--- config.mk ---
export PLATFORM = sky130hd
export DESIGN_NAME = prbs_bert_seq
export DESIGN_NICKNAME = d
export VERILOG_FILES = /design/src/rtl/prbs_bert_seq.sv
export SDC_FILE = /design/constraint.sdc
export NUM_CORES = 1
export LEC_CHECK = 0
export BUFFER_PORTS_ARGS = -buffer_cell sky130_fd_sc_hd__clkbuf_2
export CAP_MARGIN = 5
export CORE_MARGIN = 8
export CORE_UTILIZATION = 42
export DETAILED_ROUTE_END_ITERATION = 16
export SLEW_MARGIN = 10
export SYNTH_ARGS = -nofsm -noshare
export SYNTH_HDL_FRONTEND = slang
export SYNTH_SLANG_ARGS = --single-unit
--- constraint.sdc ---
create_clock -name CLK_I -period 6.5 [get_ports CLK_I]
set_input_delay 0.325 -clock CLK_I [delete_from_list [all_inputs] [get_ports CLK_I]]
set_output_delay 0.325 -clock CLK_I [all_outputs]
set_load 0.005 [all_outputs]
--- src/rtl/prbs_bert_seq.sv ---
// BER sweep sequencer: steps one PRBS checker through every pattern selected in a mask,
// resetting it, waiting for lock and counting error bits over a fixed window per pattern.
module prbs_bert_seq #(
  parameter int C_RST_CLK_NUM      = 4,
  parameter int C_LOCK_TIMEOUT_CLK = 1000,
  parameter int C_MEAS_CLK_NUM     = 10000
) (
  input  logic        CLK_I,
  input  logic        RST_I,
  input  logic        START_I,
  input  logic        ABORT_I,
  input  logic [15:0] PATTERN_MASK_I,
  input  logic [6:0]  DATA_WIDTH_I,
  output logic [3:0]  PATTERN_O,
  output logic [6:0]  DATA_WIDTH_O,
  output logic        CHK_RST_O,
  input  logic        CHK_LOCKED_I,
  input  logic [31:0] CHK_ERR_BIT_NUM_I,
  output logic        BUSY_O,
  output logic        DONE_O,
  output logic        RES_VALID_O,
  output logic [3:0]  RES_PATTERN_O,
  output logic [31:0] RES_ERR_O,
  output logic [1:0]  RES_STATUS_O,
  output logic [31:0] TOTAL_ERR_O
);

  localparam int RST_W  = $clog2(C_RST_CLK_NUM + 1);
  localparam int LOCK_W = $clog2(C_LOCK_TIMEOUT_CLK + 1);
  localparam int MEAS_W = $clog2(C_MEAS_CLK_NUM + 1);

  localparam logic [RST_W-1:0]  RST_LAST  = RST_W'(C_RST_CLK_NUM - 1);
  localparam logic [LOCK_W-1:0] LOCK_LAST = LOCK_W'(C_LOCK_TIMEOUT_CLK - 1);
  localparam logic [MEAS_W-1:0] MEAS_LAST = MEAS_W'(C_MEAS_CLK_NUM - 1);

  typedef enum logic [2:0] {
    S_IDLE, S_SEL, S_RST, S_LOCK, S_SNAP, S_MEAS, S_REPORT, S_DONE
  } state_t;

  state_t state;

  logic [15:0]       rem_mask;
  logic [31:0]       base;
  logic [RST_W-1:0]  rst_cnt;
  logic [LOCK_W-1:0] lock_cnt;
  logic [MEAS_W-1:0] meas_cnt;

  logic [3:0]  low_idx;
  logic [31:0] err_delta;
  logic        rpt_go;
  logic [31:0] rpt_err;
  logic [1:0]  rpt_status;
  logic [32:0] total_sum;
  logic [31:0] total_sat;

  // Scanning downwards leaves the lowest set bit as the final winner.
  always_comb begin
    low_idx = '0;
    for (int i = 15; i >= 0; i--) begin
      if (rem_mask[i]) low_idx = 4'(i);
    end
  end

  assign err_delta = CHK_ERR_BIT_NUM_I - base;

  always_comb begin
    rpt_go     = 1'b0;
    rpt_err    = '0;
    rpt_status = 2'd0;
    case (state)
      S_LOCK: begin
        if (!CHK_LOCKED_I && lock_cnt == LOCK_LAST) begin
          rpt_go     = 1'b1;
          rpt_status = 2'd2;
        end
      end
      S_MEAS: begin
        if (!CHK_LOCKED_I) begin
          rpt_go     = 1'b1;
          rpt_err    = err_delta;
          rpt_status = 2'd3;
        end else if (meas_cnt == MEAS_LAST) begin
          rpt_go     = 1'b1;
          rpt_err    = err_delta;
          rpt_status = (err_delta == '0) ? 2'd0 : 2'd1;
        end
      end
      default: ;
    endcase
  end

  assign total_sum = {1'b0, TOTAL_ERR_O} + {1'b0, rpt_err};
  assign total_sat = total_sum[32] ? 32'hFFFF_FFFF : total_sum[31:0];

  always_ff @(posedge CLK_I) begin
    if (RST_I) begin
      state         <= S_IDLE;
      rem_mask      <= '0;
      base          <= '0;
      rst_cnt       <= '0;
      lock_cnt      <= '0;
      meas_cnt      <= '0;
      PATTERN_O     <= '0;
      DATA_WIDTH_O  <= '0;
      CHK_RST_O     <= 1'b0;
      BUSY_O        <= 1'b0;
      DONE_O        <= 1'b0;
      RES_VALID_O   <= 1'b0;
      RES_PATTERN_O <= '0;
      RES_ERR_O     <= '0;
      RES_STATUS_O  <= '0;
      TOTAL_ERR_O   <= '0;
    end else begin
      DONE_O      <= 1'b0;
      RES_VALID_O <= 1'b0;
      if (ABORT_I && state != S_IDLE) begin
        state     <= S_IDLE;
        CHK_RST_O <= 1'b0;
        BUSY_O    <= 1'b0;
      end else if (rpt_go) begin
        state         <= S_REPORT;
        RES_VALID_O   <= 1'b1;
        RES_PATTERN_O <= PATTERN_O;
        RES_ERR_O     <= rpt_err;
        RES_STATUS_O  <= rpt_status;
        TOTAL_ERR_O   <= total_sat;
      end else begin
        case (state)
          S_IDLE: begin
            if (START_I && !ABORT_I) begin
              rem_mask     <= PATTERN_MASK_I;
              DATA_WIDTH_O <= DATA_WIDTH_I;
              TOTAL_ERR_O  <= '0;
              BUSY_O       <= 1'b1;
              state        <= S_SEL;
            end
          end
          S_SEL: begin
            if (rem_mask == '0) begin
              DONE_O <= 1'b1;
              state  <= S_DONE;
            end else begin
              PATTERN_O <= low_idx;
              rem_mask  <= rem_mask & (rem_mask - 16'd1);
              rst_cnt   <= '0;
              CHK_RST_O <= 1'b1;
              state     <= S_RST;
            end
          end
          S_RST: begin
            if (rst_cnt == RST_LAST) begin
              CHK_RST_O <= 1'b0;
              lock_cnt  <= '0;
              state     <= S_LOCK;
            end else begin
              rst_cnt <= rst_cnt + 1'b1;
            end
          end
          S_LOCK: begin
            if (CHK_LOCKED_I) state <= S_SNAP;
            else lock_cnt <= lock_cnt + 1'b1;
          end
          S_SNAP: begin
            base     <= CHK_ERR_BIT_NUM_I;
            meas_cnt <= '0;
            state    <= S_MEAS;
          end
          S_MEAS:   meas_cnt <= meas_cnt + 1'b1;
          S_REPORT: state <= S_SEL;
          S_DONE: begin
            BUSY_O <= 1'b0;
            state  <= S_IDLE;
          end
          default: state <= S_IDLE;
        endcase
      end
    end
  end

endmodule

==> impl_results.md <==
* Critical Path Start Type: flop
* Diode count at 0
* Routability cong. at 0.8870
* Max Freq at 186.2 MHz
* Mapped Area at 10020 um2
* Initial core utilization at 0.4267
* Synthesized Nets at 1486
* CP peak stage delay at 610 ps
* Number of DRC markers in iteration 0 at 595
* CP arrival at 5700 ps
* CP dominant cell by count: nand2b_1
* Min Tclk post-route at 5369 ps
* Post-synth cell types at 65
* Worst Path Required at 6830 ps
* Worst path bufs/invs at 0
* Num rows at 56
* Slew Viols, Final at 0
* Die X-Extent at 170.4 um
* Critical Path Start: base[0]$_SDFFE_PP0P_
* Cells after DPL at 1771
* Slew Limit Headroom at 0.3367
* Cells after synthesis at 1357
* R2R Setup Slk at 1130 ps
* PostCTS Resize Cnt at 0
* Largest net degree at the start of global routing at 90
* Vert. Die Dim at 170.4 um
* Crit-path cells: ha_1 > fa_1 > nand2b_1 > a21oi_1 > o21ai_0 > o21bai_1 > nor4b_1 > nand2b_1 > xnor2_1 > nor2_1 > ha_1 > o21ai_0 > nand2b_1 > o2111ai_1 > o21ai_1 > a22oi_1 > a21oi_1 > o22a_1 > nor2_1 > a211oi_1
* CTS buffer count at 17
* Die ar. at 29040 um2
* Final Net Count at 1600
* Initial antenna violation count at 0
* Num Clock Sinks at 163
* WHS at 107.7 ps
* Worst setup margin at 1131 ps
* Critical path's top delay family: compound AO/OA/AOI/OAI gates
* CTS tree: built
* Worst-path clk slew at 70 ps
* Setup tns final at 0 ps
* Post-DP HPWL at 22500 um
* Warnings from Yosys at 0
* Yosys reg bits at 163
* CTS H-Tree Depth at 4
* DRT antenna net count at 0
* R2r startpoint: base[0]$_SDFFE_PP0P_
* Vias in the first global route at 9070
* Seq/Total Area, Yosys at 0.3258
* Gr usage total at 0.2033
* Worst setup EP type: flop
* Core footprint at 23470 um2
* Grt total ovfl at 0
* Avg Synthesized Cell Area at 7.381 um2
* Synthesis-to-layout area growth at 15.95%
* Worst Setup Path Type: flop to flop
* Drt total wl at 29820 um
* Period utilization at 0.8261
* Most common flop cell mapped by yosys: dfxtp_1
* Worst Hold Class: input pin to flop
* Max Cap Viol at 0
* Clk_lat worst skew at 430 ps
* PortBufs at 144
* Least-Margin Pin Slew at 994.9 ps
* Postcts setup bufs at 0
* DRC at 0
* Peak supply drop at 0.0001618 V
* CTS max path bufs at 2
* Skew final at 14.98 ps
* PwrDens at 233.0 nW/um2
* Finish-stage setup viols at 0
* Post-Layout Cell Count at 1803
* Hold Vio Cnt, Final at 0
* CP Max Fanout at 16
* Average via count per standard cell at 5.397
* Hold Path Origin: DATA_WIDTH_I[3]
* Power Total at 0.002706 W
* Place WS at 973.1 ps
* Wire per inst at 16.54 um
* RSZ-0062 raised after global routing: no
* Critical-path top delay cell: o22a_1
* Number of hold buffers added after cts at 0
* Layout cell share with drive strength beyond 1 at 0.1354
* Post-synth EDFFs at 0
* Via count at 9730
* FFs w/ async S/R, synth at 0
* IO Pins at 145
* First-pass GRT wire length at 47740 um
* Outcome: completed
* TritonRoute pass-1 iters at 5
* Clk root buf: clkbuf_16
* Leakage at 4.715 nW
Yosys cell counts, types with 3 or more instances:
library cell	count	area, um2
nand2_1	254	953.4
a21oi_1	195	975.9
dfxtp_1	163	3263
nor2_1	124	465.5
o21ai_0	73	365.4
ha_1	67	838.3
clkbuf_1	60	225.2
inv_1	55	206.5
xnor2_1	38	332.8
xor2_1	35	306.5
nand3_1	24	120.1
nand2b_1	23	143.9
nand4_1	21	131.4
a21o_1	20	150.1
nor3_1	20	100.1
a311oi_1	13	113.9
nor2b_1	13	81.33
or3_1	13	81.33
o211ai_1	12	90.09
o21bai_1	12	90.09
and3_1	11	68.82
a211oi_1	10	75.07
a31oi_1	10	62.56
and2_1	7	43.79
a22oi_1	6	45.04
o21a_1	6	45.04
nor4_1	5	31.28
o22a_1	5	43.79
or2_2	5	31.28
a221oi_1	4	35.03
o31ai_1	4	30.03
mux2i_1	3	30.03
nand3b_1	3	22.52
o2111ai_1	3	26.28
o21ai_1	3	15.01
per-layer routing:
metal  track usage  part of all wire
met1        0.2623              0.46
met2        0.3413              0.47
met3       0.04032             0.054
met4       0.05225             0.013
met5             0                 0
placed cells by master, fill, tap and decap left out, types with 7 or more instances in the layout:
cell / instances
nand2_1: 254
a21oi_1: 195
dfxtp_1: 163
clkbuf_2: 143
nor2_1: 123
o21ai_0: 73
ha_1: 67
inv_1: 55
xnor2_1: 38
xor2_1: 35
nand3_1: 24
nand2b_1: 23
nand4_1: 21
a21o_1: 20
nor3_1: 18
clkbuf_16: 17
nor2b_1: 13
or3_1: 13
a311oi_1: 13
buf_4: 13
o211ai_1: 12
o21bai_1: 12
and3_1: 11
a31oi_1: 10
a211oi_1: 10
and2_1: 7
metrics by stage:
stage | cell area, um2 | utilization
2_1_floorplan | 10020 | -
3_3_place_gp | 11020 | 0.4695
3_5_place_dp | 11020 | 0.4695
4_1_cts | 11610 | 0.4948
5_1_grt | 11610 | 0.4948
6_report | 11610 | 0.4948
state kept, by name, indices dropped and copies added, names as in the netlist, 7 cells and up:
signal	count
rem_mask	16
lock_cnt	10
TOTAL_ERR_O	32
meas_cnt	14
RES_ERR_O	32
base	32
DATA_WIDTH_O	7
report_power, final:
group          internal (W)  leakage, nW  total (W)  switching (W)
clock              0.000584        0.288    0.00103       0.000444
combinational      0.000215         3.11   0.000594       0.000379
sequential          0.00104         1.32    0.00108      0.0000438
worst min-delay path, cell delays in order:
cell and delay (ps):
clkbuf_2 80, nand2_1 40, a21oi_1 50
worst paths after layout:
check	end	cells after the start
worst max-delay path	TOTAL_ERR_O[29]$_SDFFE_PP0P_	20
worst max register to register	TOTAL_ERR_O[29]$_SDFFE_PP0P_	20
worst min-delay path	DATA_WIDTH_O[3]$_SDFFE_PP0P_	3
worst min register to register	RES_ERR_O[2]$_SDFFE_PP0P_	2
cell families (layout without fill, tap and decap cells):
kind of cell / Yosys count / in the layout / share of synthesized area
AOI/OAI and AO/OA: 394 / 394 / 0.2340
xor gates and xnor gates: 73 / 73 / 0.06383
adders and majority gates: 69 / 69 / 0.08769
buffers and inverters: 116 / 243 / 0.04385
DFF: 163 / 163 / 0.3258
muxes: 3 / 3 / 0.002998
and+or+nand+nor: 539 / 539 / 0.2419
area by class of cell:
cell class              instances  area (um2)
clock buffers                  19       442.9
inverters                      55       206.4
multi-input cells            1078        6337
fillers                      2435       11860
well taps                     319       399.1
clock inverters                13       151.4
flip-flops and latches        163        3263
repair buffers                156       813.3
No activity file was read; power rests on OpenSTA's default activity.
